**src/rtl/seg_pkg.sv**
```systemverilog
// seg_pkg: shared constants for the multiplexed 7-segment scan driver.
// Holds active-low glyphs ([6:0] = g,f,e,d,c,b,a), the all-off pattern,
// the anode-off pattern and the scan FSM state encoding.
package seg_pkg;

  localparam logic [6:0] SEG_0    = 7'h40;
  localparam logic [6:0] SEG_1    = 7'h79;
  localparam logic [6:0] SEG_2    = 7'h24;
  localparam logic [6:0] SEG_3    = 7'h30;
  localparam logic [6:0] SEG_4    = 7'h19;
  localparam logic [6:0] SEG_5    = 7'h12;
  localparam logic [6:0] SEG_6    = 7'h02;
  localparam logic [6:0] SEG_7    = 7'h78;
  localparam logic [6:0] SEG_8    = 7'h00;
  localparam logic [6:0] SEG_9    = 7'h10;
  localparam logic [6:0] SEG_DASH = 7'h3F;

  localparam logic [7:0] SEG_OFF  = 8'hFF;
  localparam logic [3:0] AN_OFF   = 4'hF;

  typedef enum logic {
    ST_BLANK = 1'b0,
    ST_SHOW  = 1'b1
  } state_t;

endpackage

```
**src/rtl/seg_scan_if.sv**
```systemverilog
// seg_scan_if: load-side and display-side signals of the scan driver.
//   bcd_in[15:0], dp_in[3:0], load : new digit data and its capture strobe
//   pend       : uncommitted data waiting for the next frame boundary
//   seg[7:0]   : active-low segments, [7] = dp
//   an[3:0]    : active-low one-hot anode enables
//   frame_done : one-cycle pulse after each frame commit point
// master = data source / display observer, slave = seg_scan.
interface seg_scan_if;
  logic [15:0] bcd_in;
  logic [3:0]  dp_in;
  logic        load;
  logic        pend;
  logic [7:0]  seg;
  logic [3:0]  an;
  logic        frame_done;

  modport master (output bcd_in, dp_in, load,
                  input  pend, seg, an, frame_done);
  modport slave  (input  bcd_in, dp_in, load,
                  output pend, seg, an, frame_done);
endinterface

```
**src/rtl/seg_decode.sv**
```systemverilog
// seg_decode: combinational BCD + decimal point to active-low segment pattern.
//   bcd[3:0] : digit value; 10..15 render as a dash
//   dp       : decimal point, active-high in, active-low out on seg_c[7]
//   seg_c    : {~dp, g,f,e,d,c,b,a}
module seg_decode
  import seg_pkg::*;
(
  input  logic [3:0] bcd,
  input  logic       dp,
  output logic [7:0] seg_c
);

  logic [6:0] glyph;

  // Glyph lookup; anything outside 0..9 is shown as a dash.
  always_comb begin
    glyph = SEG_DASH;
    case (bcd)
      4'd0:    glyph = SEG_0;
      4'd1:    glyph = SEG_1;
      4'd2:    glyph = SEG_2;
      4'd3:    glyph = SEG_3;
      4'd4:    glyph = SEG_4;
      4'd5:    glyph = SEG_5;
      4'd6:    glyph = SEG_6;
      4'd7:    glyph = SEG_7;
      4'd8:    glyph = SEG_8;
      4'd9:    glyph = SEG_9;
      default: glyph = SEG_DASH;
    endcase
  end

  assign seg_c = {~dp, glyph};

endmodule

```
**src/rtl/seg_scan.sv**
```systemverilog
// seg_scan: four-digit multiplexed 7-segment driver with double buffering.
//   clk, rst : rising-edge clock, synchronous active-high reset
//   bus      : seg_scan_if.slave (bcd_in/dp_in/load in; pend/seg/an/frame_done out)
// Each slot is DIV cycles: BLANK_CYC with all anodes off, then the digit.
// Pending data is copied to the active buffer only at the end of digit 3's
// slot, so a frame never mixes old and new digits.
// Optional: define SEG_LZB_EN for leading-zero blanking of digits 3..1.
module seg_scan
  import seg_pkg::*;
#(
  parameter int unsigned DIV       = 50000,
  parameter int unsigned BLANK_CYC = 16
) (
  input  logic        clk,
  input  logic        rst,
  seg_scan_if.slave   bus
);

  localparam int unsigned CNT_W = $clog2(DIV);
  localparam logic [CNT_W-1:0] CNT_LAST       = CNT_W'(DIV - 1);
  localparam logic [CNT_W-1:0] CNT_BLANK_LAST = CNT_W'(BLANK_CYC - 1);

  state_t           state;
  logic [CNT_W-1:0] cnt;
  logic [1:0]       idx;
  logic [15:0]      pend_bcd;
  logic [3:0]       pend_dp;
  logic [15:0]      act_bcd;
  logic [3:0]       act_dp;
  logic             pend_q;
  logic [7:0]       seg_q;
  logic [3:0]       an_q;
  logic             frame_done_q;

  logic [3:0]       digit_c;
  logic             dp_c;
  logic [7:0]       dec_seg_c;
  logic             blank_c;
  logic             slot_end_c;
  logic             blank_end_c;
  logic             commit_c;

  assign slot_end_c  = (cnt == CNT_LAST);
  assign blank_end_c = (cnt == CNT_BLANK_LAST);
  assign commit_c    = (state == ST_SHOW) && slot_end_c && (idx == 2'd3);

  // Digit currently being scanned, taken from the active buffer.
  assign digit_c = act_bcd[{idx, 2'b00} +: 4];
  assign dp_c    = act_dp[idx];

  seg_decode u_decode (
    .bcd   (digit_c),
    .dp    (dp_c),
    .seg_c (dec_seg_c)
  );

`ifdef SEG_LZB_EN
  // A digit is a leading zero when it and every more significant digit are 0.
  logic lz3_c, lz2_c, lz1_c;
  assign lz3_c   = (act_bcd[15:12] == 4'd0);
  assign lz2_c   = lz3_c && (act_bcd[11:8] == 4'd0);
  assign lz1_c   = lz2_c && (act_bcd[7:4] == 4'd0);
  assign blank_c = (idx == 2'd3) ? lz3_c :
                   (idx == 2'd2) ? lz2_c :
                   (idx == 2'd1) ? lz1_c : 1'b0;
`else
  assign blank_c = 1'b0;
`endif

  // Scan FSM, registered display outputs and buffer management.
  always_ff @(posedge clk) begin
    if (rst) begin
      state        <= ST_BLANK;
      cnt          <= '0;
      idx          <= 2'd0;
      pend_bcd     <= 16'd0;
      pend_dp      <= 4'd0;
      act_bcd      <= 16'd0;
      act_dp       <= 4'd0;
      pend_q       <= 1'b0;
      seg_q        <= SEG_OFF;
      an_q         <= AN_OFF;
      frame_done_q <= 1'b0;
    end else begin
      cnt <= slot_end_c ? '0 : cnt + CNT_W'(1);

      case (state)
        ST_BLANK: if (blank_end_c) state <= ST_SHOW;
        ST_SHOW: begin
          if (slot_end_c) begin
            state <= ST_BLANK;
            idx   <= idx + 2'd1;
          end
        end
      endcase

      // Outputs follow the current state, one cycle behind the transition.
      if (state == ST_SHOW) begin
        an_q  <= ~(4'b0001 << idx);
        seg_q <= blank_c ? SEG_OFF : dec_seg_c;
      end else begin
        an_q  <= AN_OFF;
        seg_q <= SEG_OFF;
      end

      frame_done_q <= commit_c;

      // A load coinciding with the commit bypasses the pending buffer.
      if (commit_c) begin
        if (bus.load) begin
          act_bcd <= bus.bcd_in;
          act_dp  <= bus.dp_in;
        end else if (pend_q) begin
          act_bcd <= pend_bcd;
          act_dp  <= pend_dp;
        end
        pend_q <= 1'b0;
      end else if (bus.load) begin
        pend_bcd <= bus.bcd_in;
        pend_dp  <= bus.dp_in;
        pend_q   <= 1'b1;
      end
    end
  end

  assign bus.pend       = pend_q;
  assign bus.seg        = seg_q;
  assign bus.an         = an_q;
  assign bus.frame_done = frame_done_q;

endmodule

```
**src/flat_wrapper.sv**
```systemverilog
// flat-port wrapper written by rule: the top's interface ports become plain ports
module seg_scan_flat import seg_pkg::*;
#(
  parameter int unsigned DIV       = 50000,
  parameter int unsigned BLANK_CYC = 16
)
  (clk, rst, bus_bcd_in, bus_dp_in, bus_load, bus_pend, bus_seg, bus_an, bus_frame_done);
  seg_scan_if bus_i ();
  input  logic clk;
  input  logic rst;
  input wire logic [$bits(bus_i.bcd_in)-1:0] bus_bcd_in;
  input wire logic [$bits(bus_i.dp_in)-1:0] bus_dp_in;
  input wire logic [$bits(bus_i.load)-1:0] bus_load;
  output wire logic [$bits(bus_i.pend)-1:0] bus_pend;
  output wire logic [$bits(bus_i.seg)-1:0] bus_seg;
  output wire logic [$bits(bus_i.an)-1:0] bus_an;
  output wire logic [$bits(bus_i.frame_done)-1:0] bus_frame_done;
  assign bus_i.bcd_in = bus_bcd_in;
  assign bus_i.dp_in = bus_dp_in;
  assign bus_i.load = bus_load;
  assign bus_pend = bus_i.pend;
  assign bus_seg = bus_i.seg;
  assign bus_an = bus_i.an;
  assign bus_frame_done = bus_i.frame_done;
  seg_scan #(.DIV(DIV), .BLANK_CYC(BLANK_CYC)) u_core (.clk(clk), .rst(rst), .bus(bus_i));
endmodule
```
**config.mk**
```make
export PLATFORM = sky130hd
export DESIGN_NAME = seg_scan_flat
export DESIGN_NICKNAME = d
export VERILOG_FILES = /design/src/rtl/seg_pkg.sv /design/src/rtl/seg_scan_if.sv /design/src/rtl/seg_decode.sv /design/src/rtl/seg_scan.sv /design/src/flat_wrapper.sv
export SDC_FILE = /design/constraint.sdc
export NUM_CORES = 1
export LEC_CHECK = 0
export ABC_AREA = 1
export BUFFER_PORTS_ARGS = -buffer_cell sky130_fd_sc_hd__clkbuf_2
export CORE_MARGIN = 2
export CORE_UTILIZATION = 60
export CTS_BUF_LIST = sky130_fd_sc_hd__clkbuf_4
export CTS_CLUSTER_DIAMETER = 30
export DETAILED_ROUTE_END_ITERATION = 7
export GPL_TIMING_DRIVEN = 0
export PLACE_DENSITY = 0.81
export SLEW_MARGIN = 0
export SYNTH_ARGS = -nofsm -noshare
export SYNTH_HDL_FRONTEND = slang
export SYNTH_SLANG_ARGS = --single-unit
```
**constraint.sdc**
```tcl
create_clock -name clk -period 1.75 [get_ports clk]
set_input_delay 0.2625 -clock clk [delete_from_list [all_inputs] [get_ports clk]]
set_output_delay 0.2625 -clock clk [all_outputs]
set_load 0.03 [all_outputs]
```
# Word level (Yosys, flattened, before mapping)

Memories as Yosys holds them, arrays and structs flattened. A register that Yosys moved wholly into a read port is not among the register bits.
Index checks and enable logic that the tools add are counted.

Flip-flop bits (word level): 73
ROM bits: 112
Input bits: 23
Output and inout port bits: 14
Memories kept: 1

Memory list:

| memory          | words | bits a word | read ports | clocked after Yosys merged registers in | write ports | RTL line         | text |
|---|---|---|---|---|---|---|---|
| (no name shown) | 16    | 7           | 1          | 1                                       | 0           | seg_decode.sv:18 | `case (bcd)` |

Add/subtract/negate cells: 2
$lt $le $gt $ge: 1
Eq/ne operators: 3
Shifts and indexed selects: 2
Multiplexer cells: 9
Bitwise gates (word level): 4
Reductions and logical operators: 9

Operators with widths:

| kind                  | number |
|---|---|
| $mux 16               | 2 |
| $add 16x1->16 const B | 1 |
| $eq 16x16->1 const B  | 1 |
| $eq 16x4->1 const B   | 1 |
| $shiftx 16x5->4       | 1 |
| $mux 4                | 2 |
| $reduce_and 2->1      | 3 |
| $reduce_or 2->1       | 3 |
| $not 4->4             | 1 |
| $shl 1x2->4 const A   | 1 |
| $lt 2x3->1 const B    | 1 |
| $mux 1                | 3 |
| $not 1->1             | 3 |
| $add 2x1->2 const B   | 1 |
| $bmux 1 s2            | 1 |
| $eq 2x2->1 const B    | 1 |
| $logic_and 1x1->1     | 2 |
| $pmux 1 s2            | 1 |
| $reduce_bool 2->1     | 1 |

# Depth between registers and ports, before layout

Depth in word-level cells: 5
Depth in mapped cells: 11
Gate-level depth less buffers: 10

# Cells and area by module

From an unflattened synthesis, not the netlist that was laid out.

Cells, all modules: 471
Area, all modules: 3522.1 um^2

By module, submodules not included:

| module     | instances | cells an instance | area each (um^2) |
|---|---|---|---|
| seg_scan   | 1         | 435               | 3331.9 |
| seg_decode | 1         | 36                | 190.2 |

# Least setup slack after synthesis

OpenSTA, ideal clock, no wires.

Path kind: reg-to-reg
Start: reg u_core.idx[0]
End: reg u_core.seg_q[6] (netlist: u_core.bus.seg[6])
Arrival time: 1.461 ns
Required time: 1.617 ns
Slack: 0.156 ns
Cell stages (with the launch flop): 11
Clock period less this slack: 1.594 ns
Cell sequence: dfxtp_1 inv_1 buf_2 nand2_1 nand3_1 nand2_1 inv_1 ha_1 or2_1 o21ai_0 o21ai_1

Cells in the longest elaborated chain, start to end: 1

RTL lines:

| item                     | RTL line       | text |
|---|---|---|
| start: declaration       | seg_scan.sv:25 | `logic [1:0] idx;` |
| start signal: assignment | seg_scan.sv:92 | `idx <= idx + 2'd1;` |
| $shiftx 16x5->4          | seg_scan.sv:48 | `assign digit_c = act_bcd[{idx, 2'b00} +: 4];` |
| end: declaration         | seg_scan.sv:31 | `logic [7:0] seg_q;` |

No other way between the ends.
A chain may end at the register's enable or synchronous reset.

# Worst setup path after layout

Start: reg u_core.idx[0]
End: reg u_core.seg_q[0] (netlist: u_core.bus.seg[0])

Same word-level chain as after synthesis.

==> impl_metrics.toml <==
[sta]
hold_viol = 0
worst_pin_slew_ps = 465
fin_skew_ps = 11.4
max_slew_margin_pct = 69.0
layout_worst_path_cycle_share_pct = 94.9
finalSetupViolations = 0
rsz0062_at_grt = "yes"
period_needed_ps = 1660
clock.fmax_mhz = 602
slew_viol_final = 0

[setup_path]
crit_family = "buffers and inverters"
timing.rr.start = "u_core.idx[0]"
cp_num_buf_inv = 4
required_ps = 2040
start_kind = "register"
r2r_slack_ps = 90
worstReg2RegEnd = "u_core.bus.seg[0]"
worst-path-max-fanout = 5
cp-end-kind = "register"
criticalPathCategory = "reg2reg"
crit_slowest_cell = "dfxtp_4"
cpPeakStageDelay_ps = 370
crit_chain = "inv_1 -> buf_6 -> nand2_1 -> nand3_1 -> nand2_2 -> buf_4 -> ha_1 -> inv_1 -> nand2_1 -> o211ai_1 -> nand3_1"
worst_ep_arrival_time_ps = 1950
reg2reg_depth = 11

[flow_run]
timing.max_cap.violations = 0

[worst_hold_path]
min_path_cells = 2
min_path_type = "in2reg"
holdPathEnd = "u_core.idx[1]"
hp-start = "rst"

[floorplanning]
die_w_um = 80.5
core_area_um2 = 5570
dieArea_um2 = 6470
num_rows = 27
initial_utilization_pct = 62.9
io_pins = 37
die_y_um = 80.5

[yosys]
synth_cell_types = 36
async_reset_ff_share_pct = 0
synth_area_leaders = "dfxtp_1, nand2_1, nor2_1"
synth_top_area_cell = "dfxtp_1"
synth_edf_count = 0
postSynthAreaPerCell_um2 = 7.51
seq_area_frac_synth_pct = 41.7
synth_top_cell_area_share_pct = 41.7
syn_nets = 500
synth_cells = 467
yosys_warnings = 0
syn-cell-area_um2 = 3510
ys_ff_latch = 73
synthFlopType = "dfxtp_1"

[clock_network]
htree_levels = 3
insertion_delay_ps = 420
clockBufferDepth = 2
clock_sinks = 73
path_clk_slew_ps = 120
root_buffer = "clkbuf_4"
cts_tree = "yes"
cts_buffers = 9

[grt]
grt_pass1_vias = 2943
grt_overflow_total = 0
grt_max_degree = 13
track_usage_pct = 25.0
grt_antenna_before_repair = 0
grt_pass1_wl_um = 12700

[power_and_ir_drop]
power_mw = 3.11
total_leakage_power_nw = 1.70
power_density_nw_per_um2 = 776
peakVddDrop_v = 0.000473

[placement]
io_buffer_count = 35
post-dp-hpwl_um = 5210
gp_congestion = 0.906
placed_cell_area_um2 = 3770

[drt]
via_count = 3187
vias_per_cell = 5.34
drc = 0
drt_iter0_markers = 125
routedWlPerCell_um = 12.4
ant_nets = 0
dr.pass1.iters = 4
drt_wl_total_um = 7420

[finish]
diodes = 0
stdcell_area_um2 = 4010
nets = 553
drive_gt1_share_pct = 17.9
postLayoutCoreUtil_pct = 71.9
area_growth_pct = 14.2

[run_status]
outcome = "finished clean"
==> report_power, final <==
| group | internal, mW | switching, mW | leakage [nW] | total [mW] |
|---|---|---|---|---|
| clock | 0.565 | 0.595 | 0.0808 | 1.16 |
| sequential | 1.70 | 0.0197 | 0.596 | 1.72 |
| combinational | 0.0981 | 0.131 | 1.02 | 0.229 |
| total | 2.36 | 0.747 | 1.70 | 3.11 |
==> logic make-up (layout without fill, tap and decap cells) <==
logic type / after synthesis / in the layout / share of synthesized area, %
AOI/OAI and AO/OA: 50 / 50 / 7.45
DFF: 73 / 73 / 41.7
xor gates and xnor gates: 3 / 3 / 0.749
adders and majority gates: 10 / 10 / 3.57
muxes: 20 / 20 / 5.71
buffers and inverters: 52 / 110 / 6.63
and+or+nand+nor: 259 / 259 / 34.2
==> layout by cell type (no fill, tap or decap), types with 4 or more instances in the layout <==
cell type,n
clkbuf_2,35
nor2_1,82
buf_4,9
a21oi_1,34
inv_1,22
nand3_1,42
nand2_1,86
buf_2,11
nor3_1,4
inv_2,4
clkbuf_4,9
ha_1,9
nand2_2,4
nand3b_1,20
mux2i_1,20
dfxtp_1,70
nand4_1,6
buf_1,5
clkbuf_1,4
o21ai_0,9
==> layout make-up <==
| class | instances | area, um2 |
|---|---|---|
| buffer | 25 | 140 |
| clock buffer | 9 | 67.6 |
| clock inverter | 7 | 85.1 |
| fill | 488 | 1570 |
| inverter | 27 | 101 |
| multi-input combinational | 342 | 1830 |
| sequential | 73 | 1470 |
| tap | 72 | 90.1 |
| timing repair buffer | 42 | 225 |
==> worst max-delay path by stage <==
stage	slack, ps	startpoint	to	cells past startpoint
after global placement	-20	u_core.idx[0]	u_core.bus.seg[6]	10
after global routing	-20	u_core.idx[0]	u_core.bus.seg[0]	11
after floorplan	160	u_core.idx[0]	u_core.bus.seg[6]	10
after detailed placement	-80	u_core.idx[0]	u_core.bus.seg[6]	10
after CTS	2	u_core.idx[0]	u_core.bus.seg[6]	10
final	90	u_core.idx[0]	u_core.bus.seg[0]	11
==> sequential cells by signal (all words and copies together) (netlist names) <==
name and flops:
u_core.act_bcd 16, u_core.pend_bcd 16, u_core.idx 2, u_core.cnt 16
u_core.pend_dp 4, u_core.bus.seg 8, u_core.bus.pend 1, u_core.act_dp 4
u_core.bus.an 4, u_core.state 1, u_core.bus.frame_done 1
==> worst reg2reg max path, cell delays in order (launching register included) <==
cell      delay, ps
dfxtp_4         370
inv_1           110
buf_6           130
nand2_1          50
nand3_1          90
nand2_2         100
buf_4           150
ha_1            190
inv_1            60
nand2_1          70
o211ai_1        120
nand3_1         100
==> metrics by stage <==
stage | setup WS, ps | hold slack [ps] | cells | setup TNS, ps
floorplan | 156 | 341 | 467 | 0
global placement | -24.3 | 429 | 574 | -29.3
detailed placement | -83.5 | 447 | 574 | -149
CTS | 1.73 | 47.1 | 590 | 0
global route | -21.5 | 47.4 | 597 | -57.2
finish | 89.4 | 57.2 | 597 | 0
==> layer usage <==
| layer | wire [um] | track usage, % |
|---|---|---|
| met1 | 3460 | 32.6 |
| met2 | 3480 | 40.3 |
| met3 | 288 | 4.83 |
| met4 | 197 | 10.8 |
| met5 | 0 | 0 |
==> synth_stat cells (3+ instances only) <==
library cell  count
a21oi_1          34
buf_1             5
buf_2            12
clkbuf_1          4
dfxtp_1          73
ha_1             10
inv_1            22
inv_2             4
mux2i_1          20
nand2_1          88
nand3_1          42
nand3b_1         20
nand4_1           6
nor2_1           82
nor2_2            3
nor2_4            3
nor3_1            4
o21ai_0           9
xor2_1            3
==> repair_timing <==
action | CTS | global route
pin swaps | 0 | 3
buffers inserted | 0 | 6
resized for setup | 2 | 11
gates cloned | 0 | 1
setup endpoints to repair | 3 | 48
hold buffers | 0 | 0
Note: power is estimated with default switching activity, not from simulation.
